--- config.mk ---
export PLATFORM = sky130hd
export DESIGN_NAME = alu_cmd_sequencer_flat
export DESIGN_NICKNAME = d
export VERILOG_FILES = /design/src/rtl/alu_cmd_sequencer_if.sv /design/src/rtl/alu_cmd_sequencer.sv /design/src/flat_wrapper.sv
export SDC_FILE = /design/constraint.sdc
export NUM_CORES = 1
export LEC_CHECK = 0
export ABC_AREA = 1
export BUFFER_PORTS_ARGS = -buffer_cell sky130_fd_sc_hd__buf_2
export CORE_MARGIN = 2
export CORE_UTILIZATION = 50
export DETAILED_ROUTE_END_ITERATION = 8
export GPL_ROUTABILITY_DRIVEN = 0
export PLACE_DENSITY = 0.71
export SLEW_MARGIN = 20
export SYNTH_ARGS = -nofsm -noshare
export SYNTH_HDL_FRONTEND = slang
export SYNTH_SLANG_ARGS = --single-unit
--- constraint.sdc ---
create_clock -name clk -period 12.9 [get_ports clk]
set_input_delay 2.58 -clock clk [delete_from_list [all_inputs] [get_ports clk]]
set_output_delay 2.58 -clock clk [all_outputs]
set_load 0.01 [all_outputs]
--- src/rtl/alu_cmd_sequencer_if.sv ---
// Command, result and ALU-side signals of the alu_64bit command sequencer.
// Latency: none (wires only).
// Backpressure: cmd_valid/cmd_ready on commands, res_valid/res_ready on results.
interface alu_cmd_sequencer_if #(
    parameter int TAG_W = 4
);
    logic             cmd_valid;
    logic             cmd_ready;
    logic [63:0]      cmd_a;
    logic [63:0]      cmd_b;
    logic [3:0]       cmd_sel;
    logic [TAG_W-1:0] cmd_tag;

    logic             res_valid;
    logic             res_ready;
    logic [63:0]      res_data;
    logic [3:0]       res_flags;
    logic             res_err;
    logic [TAG_W-1:0] res_tag;

    logic             alu_enable;
    logic [63:0]      alu_a;
    logic [63:0]      alu_b;
    logic [3:0]       alu_sel;
    logic [63:0]      alu_out;
    logic             alu_carryout;
    logic             alu_zero;
    logic             alu_sign;
    logic             alu_overflow;

    modport master (
        input  cmd_valid, cmd_a, cmd_b, cmd_sel, cmd_tag,
        output cmd_ready,
        output res_valid, res_data, res_flags, res_err, res_tag,
        input  res_ready,
        output alu_enable, alu_a, alu_b, alu_sel,
        input  alu_out, alu_carryout, alu_zero, alu_sign, alu_overflow
    );

    modport slave (
        output cmd_valid, cmd_a, cmd_b, cmd_sel, cmd_tag,
        input  cmd_ready,
        input  res_valid, res_data, res_flags, res_err, res_tag,
        output res_ready,
        input  alu_enable, alu_a, alu_b, alu_sel,
        output alu_out, alu_carryout, alu_zero, alu_sign, alu_overflow
    );
endinterface

--- src/rtl/alu_cmd_sequencer.sv ---
// Queues ALU commands, issues one at a time to alu_64bit, returns tagged results; traps divide-by-zero.
// Latency: ALU_LAT+2 cycles from FIFO pop to res_valid (1 cycle for a trapped divide).
// Backpressure: cmd_ready = FIFO not full; res_ready low holds the result while the FIFO keeps filling.
module alu_cmd_sequencer #(
    parameter int         DEPTH   = 4,
    parameter int         TAG_W   = 4,
    parameter int         ALU_LAT = 1,
    parameter logic [3:0] DIV_SEL = 4'b1110
) (
    input  logic                   clk,
    input  logic                   rst_n,
    alu_cmd_sequencer_if.master    bus,
    output logic                   busy,
    output logic [$clog2(DEPTH):0] fifo_count
);
    localparam int          AW       = $clog2(DEPTH);
    localparam int          CNT_W    = (ALU_LAT > 1) ? $clog2(ALU_LAT) : 1;
    localparam logic [AW:0] FULL_CNT = (AW+1)'(DEPTH);

    typedef struct packed {
        logic [TAG_W-1:0] tag;
        logic [3:0]       sel;
        logic [63:0]      b;
        logic [63:0]      a;
    } cmd_t;

    typedef enum logic [2:0] {IDLE, ISSUE, WAIT, CAPTURE, RESP} state_t;

    state_t            state;
    state_t            state_nxt;
    logic [1:0]        rst_sync;
    logic              arst_n;
    cmd_t              mem [DEPTH];
    logic [AW-1:0]     wr_ptr;
    logic [AW-1:0]     rd_ptr;
    cmd_t              push_cmd;
    cmd_t              head;
    logic              push;
    logic              pop;
    logic              head_vld;
    logic              head_trap;
    logic [CNT_W-1:0]  cnt;

    // Reset asserts asynchronously but releases two clocks after rst_n rises.
    always_ff @(posedge clk or negedge rst_n) begin
        if (!rst_n) rst_sync <= 2'b00;
        else        rst_sync <= {rst_sync[0], 1'b1};
    end
    assign arst_n = rst_sync[1];

    assign push_cmd      = '{tag: bus.cmd_tag, sel: bus.cmd_sel, b: bus.cmd_b, a: bus.cmd_a};
    assign bus.cmd_ready = (fifo_count != FULL_CNT);
    assign push          = bus.cmd_valid && bus.cmd_ready;
    assign head_vld      = (fifo_count != '0);
    assign head          = mem[rd_ptr];
    assign head_trap     = (head.sel == DIV_SEL) && (head.b == 64'd0);
    // Popping straight out of RESP on the result handshake keeps the ALU busy back-to-back.
    assign pop           = head_vld && ((state == IDLE) || ((state == RESP) && bus.res_ready));

    always_ff @(posedge clk) begin
        if (push) mem[wr_ptr] <= push_cmd;
    end

    always_ff @(posedge clk or negedge arst_n) begin
        if (!arst_n) begin
            wr_ptr     <= '0;
            rd_ptr     <= '0;
            fifo_count <= '0;
        end else begin
            if (push) wr_ptr <= wr_ptr + AW'(1);
            if (pop)  rd_ptr <= rd_ptr + AW'(1);
            case ({push, pop})
                2'b10:   fifo_count <= fifo_count + (AW+1)'(1);
                2'b01:   fifo_count <= fifo_count - (AW+1)'(1);
                default: fifo_count <= fifo_count;
            endcase
        end
    end

    always_ff @(posedge clk or negedge arst_n) begin
        if (!arst_n) state <= IDLE;
        else         state <= state_nxt;
    end

    always_comb begin
        state_nxt = state;
        case (state)
            IDLE:    if (pop) state_nxt = head_trap ? RESP : ISSUE;
            ISSUE:   state_nxt = (ALU_LAT > 1) ? WAIT : CAPTURE;
            WAIT:    if (cnt == CNT_W'(1)) state_nxt = CAPTURE;
            CAPTURE: state_nxt = RESP;
            RESP: begin
                if (bus.res_ready) begin
                    if (pop) state_nxt = head_trap ? RESP : ISSUE;
                    else     state_nxt = IDLE;
                end
            end
            default: state_nxt = IDLE;
        endcase
    end

    always_comb begin
        bus.alu_enable = 1'b0;
        bus.res_valid  = 1'b0;
        busy           = 1'b0;
        if (state == ISSUE) bus.alu_enable = 1'b1;
        if (state == RESP)  bus.res_valid  = 1'b1;
        if ((state != IDLE) || head_vld) busy = 1'b1;
    end

    // A trapped divide never reaches the ALU, so the operand registers keep the last issued op.
    always_ff @(posedge clk or negedge arst_n) begin
        if (!arst_n) begin
            bus.alu_a     <= '0;
            bus.alu_b     <= '0;
            bus.alu_sel   <= '0;
            bus.res_data  <= '0;
            bus.res_flags <= '0;
            bus.res_err   <= 1'b0;
            bus.res_tag   <= '0;
            cnt           <= '0;
        end else begin
            if (pop) begin
                bus.res_tag <= head.tag;
                if (head_trap) begin
                    bus.res_data  <= '0;
                    bus.res_flags <= '0;
                    bus.res_err   <= 1'b1;
                end else begin
                    bus.alu_a   <= head.a;
                    bus.alu_b   <= head.b;
                    bus.alu_sel <= head.sel;
                end
            end
            if (state == ISSUE) cnt <= CNT_W'(ALU_LAT - 1);
            if (state == WAIT)  cnt <= cnt - CNT_W'(1);
            if (state == CAPTURE) begin
                bus.res_data  <= bus.alu_out;
                bus.res_flags <= {bus.alu_carryout, bus.alu_zero, bus.alu_sign, bus.alu_overflow};
                bus.res_err   <= 1'b0;
            end
        end
    end
endmodule
--- src/flat_wrapper.sv ---
// flat-port wrapper written by rule: the top's interface ports become plain ports
module alu_cmd_sequencer_flat 
#(
    parameter int         DEPTH   = 4,
    parameter int         TAG_W   = 4,
    parameter int         ALU_LAT = 1,
    parameter logic [3:0] DIV_SEL = 4'b1110
)
  (clk, rst_n, busy, fifo_count, bus_cmd_valid, bus_cmd_a, bus_cmd_b, bus_cmd_sel, bus_cmd_tag, bus_cmd_ready, bus_res_valid, bus_res_data, bus_res_flags, bus_res_err, bus_res_tag, bus_res_ready, bus_alu_enable, bus_alu_a, bus_alu_b, bus_alu_sel, bus_alu_out, bus_alu_carryout, bus_alu_zero, bus_alu_sign, bus_alu_overflow);
  alu_cmd_sequencer_if #(.TAG_W(TAG_W)) bus_i ();
  input  logic clk;
  input  logic rst_n;
  output logic busy;
  output logic [$clog2(DEPTH):0] fifo_count;
  input wire logic [$bits(bus_i.cmd_valid)-1:0] bus_cmd_valid;
  input wire logic [$bits(bus_i.cmd_a)-1:0] bus_cmd_a;
  input wire logic [$bits(bus_i.cmd_b)-1:0] bus_cmd_b;
  input wire logic [$bits(bus_i.cmd_sel)-1:0] bus_cmd_sel;
  input wire logic [$bits(bus_i.cmd_tag)-1:0] bus_cmd_tag;
  output wire logic [$bits(bus_i.cmd_ready)-1:0] bus_cmd_ready;
  output wire logic [$bits(bus_i.res_valid)-1:0] bus_res_valid;
  output wire logic [$bits(bus_i.res_data)-1:0] bus_res_data;
  output wire logic [$bits(bus_i.res_flags)-1:0] bus_res_flags;
  output wire logic [$bits(bus_i.res_err)-1:0] bus_res_err;
  output wire logic [$bits(bus_i.res_tag)-1:0] bus_res_tag;
  input wire logic [$bits(bus_i.res_ready)-1:0] bus_res_ready;
  output wire logic [$bits(bus_i.alu_enable)-1:0] bus_alu_enable;
  output wire logic [$bits(bus_i.alu_a)-1:0] bus_alu_a;
  output wire logic [$bits(bus_i.alu_b)-1:0] bus_alu_b;
  output wire logic [$bits(bus_i.alu_sel)-1:0] bus_alu_sel;
  input wire logic [$bits(bus_i.alu_out)-1:0] bus_alu_out;
  input wire logic [$bits(bus_i.alu_carryout)-1:0] bus_alu_carryout;
  input wire logic [$bits(bus_i.alu_zero)-1:0] bus_alu_zero;
  input wire logic [$bits(bus_i.alu_sign)-1:0] bus_alu_sign;
  input wire logic [$bits(bus_i.alu_overflow)-1:0] bus_alu_overflow;
  assign bus_i.cmd_valid = bus_cmd_valid;
  assign bus_i.cmd_a = bus_cmd_a;
  assign bus_i.cmd_b = bus_cmd_b;
  assign bus_i.cmd_sel = bus_cmd_sel;
  assign bus_i.cmd_tag = bus_cmd_tag;
  assign bus_cmd_ready = bus_i.cmd_ready;
  assign bus_res_valid = bus_i.res_valid;
  assign bus_res_data = bus_i.res_data;
  assign bus_res_flags = bus_i.res_flags;
  assign bus_res_err = bus_i.res_err;
  assign bus_res_tag = bus_i.res_tag;
  assign bus_i.res_ready = bus_res_ready;
  assign bus_alu_enable = bus_i.alu_enable;
  assign bus_alu_a = bus_i.alu_a;
  assign bus_alu_b = bus_i.alu_b;
  assign bus_alu_sel = bus_i.alu_sel;
  assign bus_i.alu_out = bus_alu_out;
  assign bus_i.alu_carryout = bus_alu_carryout;
  assign bus_i.alu_zero = bus_alu_zero;
  assign bus_i.alu_sign = bus_alu_sign;
  assign bus_i.alu_overflow = bus_alu_overflow;
  alu_cmd_sequencer #(.DEPTH(DEPTH), .TAG_W(TAG_W), .ALU_LAT(ALU_LAT), .DIV_SEL(DIV_SEL)) u_core (.clk(clk), .rst_n(rst_n), .bus(bus_i), .busy(busy), .fifo_count(fifo_count));
endmodule
==> load_flow_metrics.sql, run 1 <==
INSERT INTO impl_metrics (metric_group, metric, value, unit) VALUES
('status', 'run_status', 'completed', ''),
('sta', 'hold_violations', '0', ''),
('worst_hold_path', 'min-delay-path-class', 'reg -> async', ''),
('clocking', 'cts_max_path_buffers', '3', ''),
('cells_and_area', 'most-common-layout-cells', 'nand2_1 (926), edfxtp_1 (544), buf_2 (419)', ''),
('drt', 'met2_length', '34800', 'µm'),
('sta', 'relSlewSlack', '28.3', '%'),
('clocking', 'cts.htree.levels', '3', ''),
('synthesis', 'synth.lib_cells_used.distinct', '26', ''),
('synthesis', 'seq_area_frac_synth', '75.7', '%'),
('drt', 'wl', '70200', 'µm'),
('synthesis', 'postSynthCellCount', '2330', ''),
('pwr', 'power.static_leakage', '0.0141', 'µW'),
('cells_and_area', 'most_common_cell_after_layout_fill_and_taps_aside', 'nand2_1', ''),
('drt', 'post_drt_via_cell_ratio', '5.38', ''),
('floorplan', 'row_count', '87', ''),
('clocking', 'cts_tree', 'built', ''),
('critical_path', 'r2r.worst_path.cells', '13', ''),
('sta', 'achievable-frequency', '197', 'MHz'),
('cells_and_area', 'layout.nets', '2933', ''),
('floorplan', 'core_box_area', '56700', 'µm²'),
('run', 'maxCapViolations', '0', ''),
('place', 'postPlaceCellArea', '31500', 'µm²'),
('drt', 'first_pass_iters', '5', ''),
('drt', 'wirelength_met1', '28400', 'µm'),
('cells_and_area', 'multiInputGateArea', '6300', 'µm²'),
('synthesis', 'synth_nets', '2544', ''),
('sta', 'setup_total_negative_slack', '0', 'ns'),
('place', 'post-place-ws', '7.64', 'ns'),
('critical_path', 'kind_of_end_point_of_the_critical_path', 'flip-flop', ''),
('place', 'dp_hpwl', '43300', 'µm'),
('place', 'port_buffers', '419', ''),
('global_routing', 'grt_antenna_before_repair', '27', ''),
('clocking', 'cts_made_buffers', '77', ''),
('floorplan', 'starting_density_of_the_core', '50.8', '%'),
('critical_path', 'critical_path.max_fanout', '94', ''),
('sta', 'unrepaired_setup_endpoints_after_global_routing', 'false', ''),
('sta', 'setup-violations-final', '0', ''),
('drt', 'drc', '0', ''),
('global_routing', 'globalRouteOverflowTotal', '0', ''),
('clocking', 'clock_sink_count', '762', ''),
('clocking', 'insertion_delay', '0.62', 'ns'),
('pwr', 'vdd_drop_max', '0.148', 'mV'),
('clocking', 'ctsResizeCount', '0', ''),
('sta', 'timing.clock.skew', '0.0308', 'ns'),
('drt', 'dr.max_layer_used', 'met5', ''),
('floorplan', 'chipWidth', '244', 'µm'),
('synthesis', 'ys.warnings.count', '0', ''),
('global_routing', 'grt_util_all_layers', '23.5', '%'),
('drt', 'routedWlPerCell', '19.8', 'µm'),
('sta', 'tightest_slew', '1.08', 'ns'),
('critical_path', 'timing.critical_path.from_type', 'flip-flop', ''),
('sta', 'fin_crit', '5.09', 'ns'),
('drt', 'via_count', '19100', ''),
('cells_and_area', 'fill_cells', '4316', ''),
('critical_path', 'rr_startpoint', 'u_core.rd_ptr[0]$_DFFE_PN0P_', ''),
('global_routing', 'number_of_global_route_vias_before_repair', '19000', ''),
('drt', 'drtIter0Drc', '1613', ''),
('floorplan', 'num_io_pins', '420', ''),
('floorplan', 'die_outline_area', '59500', 'µm²'),
('critical_path', 'timing_startpoint_of_the_critical_path', 'u_core.rd_ptr[0]$_DFFE_PN0P_', ''),
('global_routing', 'grt_max_degree', '164', ''),
('sta', 'final_max_slew_viol_count', '0', ''),
('clocking', 'path_clk_slew', '0.06', 'ns'),
('critical_path', 'critPathRequiredTime', '13.34', 'ns'),
('global_routing', 'grt_pass1_wl', '107000', 'µm'),
('clocking', 'post_cts.repair.setup_buffers', '0', ''),
('cells_and_area', 'post_route_cells_drive_above_1_share', '20.7', '%'),
('synthesis', 'synth_area', '28800', 'µm²'),
('drt', 'met3RoutedLength', '4610', 'µm'),
('sta', 'fin_ws', '7.81', 'ns');
## per-stage QoR
step | std cells | power, µW
floorplan | 2330 | 5550
global placement | 3394 | 6410
detailed placement | 3396 | 6530
CTS | 3540 | 8850
global route | 3553 | 9310
finish | 3556 | 8770
## logic make-up after synthesis
family / synth area share, %
compound gates: 6.05
xor+xnor: 0.152
fa+ha+maj: 0.287
buf+inv: 2.64
flops: 75.7
other cells: 0.0130
simple gates: 15.2
## critical path, stage by stage (launching register included)
cell and delay [ns]:
dfrtp_4 0.72, buf_4 0.71, buf_4 0.91, nand2_1 0.11, nand3_1 0.14, nand3_1 0.09, nor2_1 0.09, nand2_1 0.06
nor2_1 0.10, nand2_1 0.19, o21bai_4 0.21, buf_4 0.50, buf_4 0.72, o21ai_0 0.24
## flip-flops by register name, indices dropped and copies added, names as in the netlist
signal,count
u_core.bus.res_err,1
u_core.bus.alu_a,64
u_core.state,3
u_core.mem,544
u_core.bus.res_tag,4
u_core.rd_ptr,2
u_core.fifo_count,3
u_core.wr_ptr,2
u_core.bus.res_data,64
u_core.bus.alu_sel,4
u_core.rst_sync,2
u_core.bus.res_flags,4
u_core.bus.alu_b,64
u_core.cnt,1
## cell usage after synthesis, drive strengths merged
cell	number	area [µm²]
a32o	64	641
o21bai	1	11.3
dfrtp	218	5460
a21oi	69	349
inv	26	97.6
edfxtp	544	16300
nor2	42	158
fa	1	20.0
ha	5	62.6
nor3	4	25.0
xor2	3	26.3
buf	85	478
conb	1	3.75
xnor2	2	17.5
clkbuf	49	184
nand2	926	3480
nand3	140	701
nand4	3	18.8
o21ai	143	716
o22ai	4	25.0
## area by class of cell
class	count	share of cell area (%)
inverters	26	0.322
clock buffers	102	6.41
multi-input cells	1408	18.4
flip-flops and latches	762	63.8
diodes	16	0.117
clock inverters	42	1.35
repair buffers	444	6.81
well taps	756	2.77
## power by group
part | internal [µW] | switching (µW) | total [µW] | leakage (µW)
clock | 1380 | 910 | 2290 | 0.00129
sequential | 3360 | 309 | 3670 | 0.00766
combinational | 876 | 1940 | 2810 | 0.00519
## worst min path at each step
stage	slack (ns)	cells past startpoint	endpoint
after floorplan	0.33	0	u_core.rst_sync[1]$_DFF_PN0_
after global placement	0.34	0	u_core.bus.alu_a[44]$_DFFE_PN0P_
after detailed placement	0.34	0	u_core.rst_sync[1]$_DFF_PN0_
after CTS	0.34	0	u_core.bus.alu_a[51]$_DFFE_PN0P_
final	0.33	0	u_core.bus.alu_a[51]$_DFFE_PN0P_
after global routing	0.37	0	u_core.bus.alu_a[51]$_DFFE_PN0P_
## layer usage
layer / track usage [%] / up-vias
li1: - / 8868
met1: 30.8 / 9432
met2: 39.0 / 684
met3: 4.25 / 142
met4: 9.90 / 16
met5: 0 / -
(Power assumes the default switching activity.)
==> run 2: changes to the inputs <==
==> constraint.sdc (replaced) <==
create_clock -name clk -period 5.3 [get_ports clk]
set_input_delay 1.06 -clock clk [delete_from_list [all_inputs] [get_ports clk]]
set_output_delay 1.06 -clock clk [all_outputs]
set_load 0.01 [all_outputs]
==> load_flow_metrics.sql, run 2 (synthesis results as in run 1) <==
INSERT INTO impl_metrics (metric_group, metric, value, unit) VALUES
('pwr', 'power.switching', '7640', 'µW'),
('sta', 'fin_ws', '1.19', 'ns'),
('drt', 'detail-route-antenna-nets', '0', ''),
('pwr', 'cell_internal_pwr', '13300', 'µW'),
('cells_and_area', 'layout.nets', '2937', ''),
('clocking', 'ctsHoldBuffers', '0', ''),
('critical_path', 'critical_path.max_fanout', '190', ''),
('worst_hold_path', 'min-delay-path-class', 'in -> async', ''),
('sta', 'worst_hold_slack', '0.226', 'ns'),
('cells_and_area', 'final_core_utilization', '60.0', '%'),
('critical_path', 'timing.critical_path.from_type', 'flip-flop', ''),
('cells_and_area', 'most-common-layout-cells', 'nand2_1 (926), edfxtp_1 (544), buf_2 (419)', ''),
('critical_path', 'setup.worst_path.end', 'u_core.bus.res_data[26]$_DFFE_PN0P_', ''),
('floorplan', 'starting_density_of_the_core', '50.8', '%'),
('critical_path', 'crit_family', 'simple AND/OR/NAND/NOR gates', ''),
('sta', 'final_max_slew_viol_count', '0', ''),
('drt', 'via_count', '18900', ''),
('global_routing', 'number_of_global_route_vias_before_repair', '18300', ''),
('pwr', 'seq_power_share', '42.3', '%'),
('place', 'postPlaceCellArea', '31600', 'µm²'),
('critical_path', 'critPathRequiredTime', '5.78', 'ns'),
('cells_and_area', 'max_flop_register', 'u_core.mem', ''),
('critical_path', 'timing_startpoint_of_the_critical_path', 'u_core.rd_ptr[0]$_DFFE_PN0P_', ''),
('place', 'port_buffers', '419', ''),
('global_routing', 'grt_pass1_wl', '105000', 'µm'),
('floorplan', 'core_box_area', '56700', 'µm²'),
('drt', 'wl', '69400', 'µm'),
('status', 'run_status', 'completed', ''),
('cells_and_area', 'area.growth.synth_to_final', '18.1', '%'),
('critical_path', 'cp_cell_sequence', 'clkinv_8 -> nand2_1 -> nand3_1 -> nand2_1 -> nand2_1 -> nor2_1 -> nand2_1 -> nor2_1 -> nand2_1 -> nor2_1 -> a21oi_4 -> buf_4 -> nand2_1 -> nand2_1', ''),
('sta', 'hold_violations', '0', ''),
('floorplan', 'chipWidth', '244', 'µm'),
('drt', 'routedWlPerCell', '19.5', 'µm'),
('floorplan', 'row_count', '87', ''),
('floorplan', 'die_outline_area', '59500', 'µm²'),
('global_routing', 'grt_antenna_before_repair', '25', ''),
('global_routing', 'grt_util_all_layers', '23.0', '%'),
('pwr', 'clkPwrFrac', '24.6', '%'),
('critical_path', 'r2r-end', 'u_core.bus.res_data[26]$_DFFE_PN0P_', ''),
('floorplan', 'die_height', '244', 'µm'),
('clocking', 'cts_tree', 'built', ''),
('pwr', 'power.static_leakage', '0.0141', 'µW'),
('sta', 'relSlewSlack', '25.9', '%'),
('pwr', 'post-layout-total-power', '21000', 'µW'),
('pwr', 'comb_power_share', '33.1', '%'),
('clocking', 'path_clk_slew', '0.06', 'ns'),
('drt', 'drc', '0', ''),
('clocking', 'cts_root_buffer', 'clkbuf_16', ''),
('sta', 'tightest_slew', '1.11', 'ns'),
('pwr', 'power_dens_cells', '617', 'nW/µm²'),
('drt', 'post_drt_via_cell_ratio', '5.32', ''),
('critical_path', 'cell_count_along_the_critical_path', '14', ''),
('drt', 'first_pass_iters', '6', ''),
('cells_and_area', 'most_common_cell_after_layout_fill_and_taps_aside', 'nand2_1', ''),
('clocking', 'clock_sink_count', '762', ''),
('critical_path', 'arrival', '4.60', 'ns'),
('critical_path', 'rr_startpoint', 'u_core.rd_ptr[0]$_DFFE_PN0P_', ''),
('drt', 'drtIter0Drc', '1435', ''),
('critical_path', 'kind_of_end_point_of_the_critical_path', 'flip-flop', ''),
('sta', 'timing.clock.skew', '0.0301', 'ns'),
('sta', 'achievable-frequency', '243', 'MHz'),
('sta', 'setup-violations-final', '0', ''),
('place', 'dp_hpwl', '42300', 'µm'),
('clocking', 'cts_made_buffers', '76', ''),
('clocking', 'ctsResizeCount', '0', ''),
('sta', 'unrepaired_setup_endpoints_after_global_routing', 'false', ''),
('pwr', 'vdd_drop_max', '0.392', 'mV'),
('critical_path', 'slowest_stage', 'dfrtp_4', ''),
('clocking', 'cts.htree.levels', '3', ''),
('critical_path', 'r2r_slack', '1.19', 'ns'),
('critical_path', 'r2r.worst_path.cells', '14', ''),
('clocking', 'cts_max_path_buffers', '3', ''),
('pwr', 'power.switching_fraction', '36.4', '%'),
('critical_path', 'worst_setup_path_class', 'reg -> reg', ''),
('global_routing', 'globalRouteOverflowTotal', '0', ''),
('clocking', 'insertion_delay', '0.62', 'ns'),
('cells_and_area', 'stdcell_area', '34000', 'µm²'),
('sta', 'finalCritPeriodShare', '77.6', '%'),
('place', 'post-place-ws', '1.38', 'ns'),
('cells_and_area', 'largest_register_ff_count', '544', ''),
('critical_path', 'timing.critical_path.mode_cell', 'nand2_1', ''),
('critical_path', 'wp_buf_inv', '2', ''),
('cells_and_area', 'post_route_cells_drive_above_1_share', '20.5', '%'),
('clocking', 'post_cts.repair.setup_buffers', '0', ''),
('sta', 'fin_crit', '4.11', 'ns'),
('floorplan', 'num_io_pins', '420', ''),
('critical_path', 'critical_path_max_stage_delay', '0.72', 'ns'),
('global_routing', 'grt_max_degree', '191', ''),
('run', 'maxCapViolations', '0', '');
## run 2: power by group through the flow
| stage | Combinational [µW] | Clock [µW] | Sequential [µW] |
|---|---|---|---|
| floorplan | 4120 | 0 | 9390 |
| global placement | 6770 | 0 | 8910 |
| detailed placement | 7000 | 0 | 8960 |
| CTS | 7030 | 5270 | 8870 |
| global route | 7740 | 5520 | 9020 |
| finish | 6940 | 5160 | 8870 |
## run 2: through the flow
step                setup TNS, ns  cells
finish                          0   3556
global route                    0   3553
CTS                             0   3540
detailed placement              0   3401
global placement                0   3401
floorplan                -1211.87   2330
## run 2: cell type report
cell class / count / area (µm²)
Clock buffer: 104 / 2130
Sequential cell: 762 / 21800
Timing Repair Buffer: 449 / 2400
Antenna cell: 16 / 40.0
Inverter: 26 / 115
Fill cell: 4457 / 22700
Multi-Input combinational cell: 1408 / 6300
Clock inverter: 35 / 283
Tap cell: 756 / 946
## run 2: metal layers
layer	GRT usage [%]	up-vias	part of all wire, %
met2	38.6	653	50
met1	29.4	9266	41
met4	9.22	16	2.9
met5	0	-	0.15
met3	4.89	114	6.8
li1	-	8886	-
## run 2: worst min-delay path by stage
| stage | startpoint | to | slack [ns] | depth (start not counted) |
|---|---|---|---|---|
| final | rst_n | u_core.rst_sync[1]$_DFF_PN0_ | 0.23 | 1 |
| after global routing | rst_n | u_core.rst_sync[1]$_DFF_PN0_ | 0.20 | 1 |
| after CTS | rst_n | u_core.rst_sync[1]$_DFF_PN0_ | 0.19 | 1 |
| after detailed placement | u_core.rst_sync[1]$_DFF_PN0_ | u_core.bus.alu_a[34]$_DFFE_PN0P_ | 0.30 | 0 |
| after global placement | u_core.rst_sync[1]$_DFF_PN0_ | u_core.bus.alu_a[38]$_DFFE_PN0P_ | 0.30 | 0 |
| after floorplan | u_core.rst_sync[0]$_DFF_PN0_ | u_core.rst_sync[1]$_DFF_PN0_ | 0.33 | 0 |
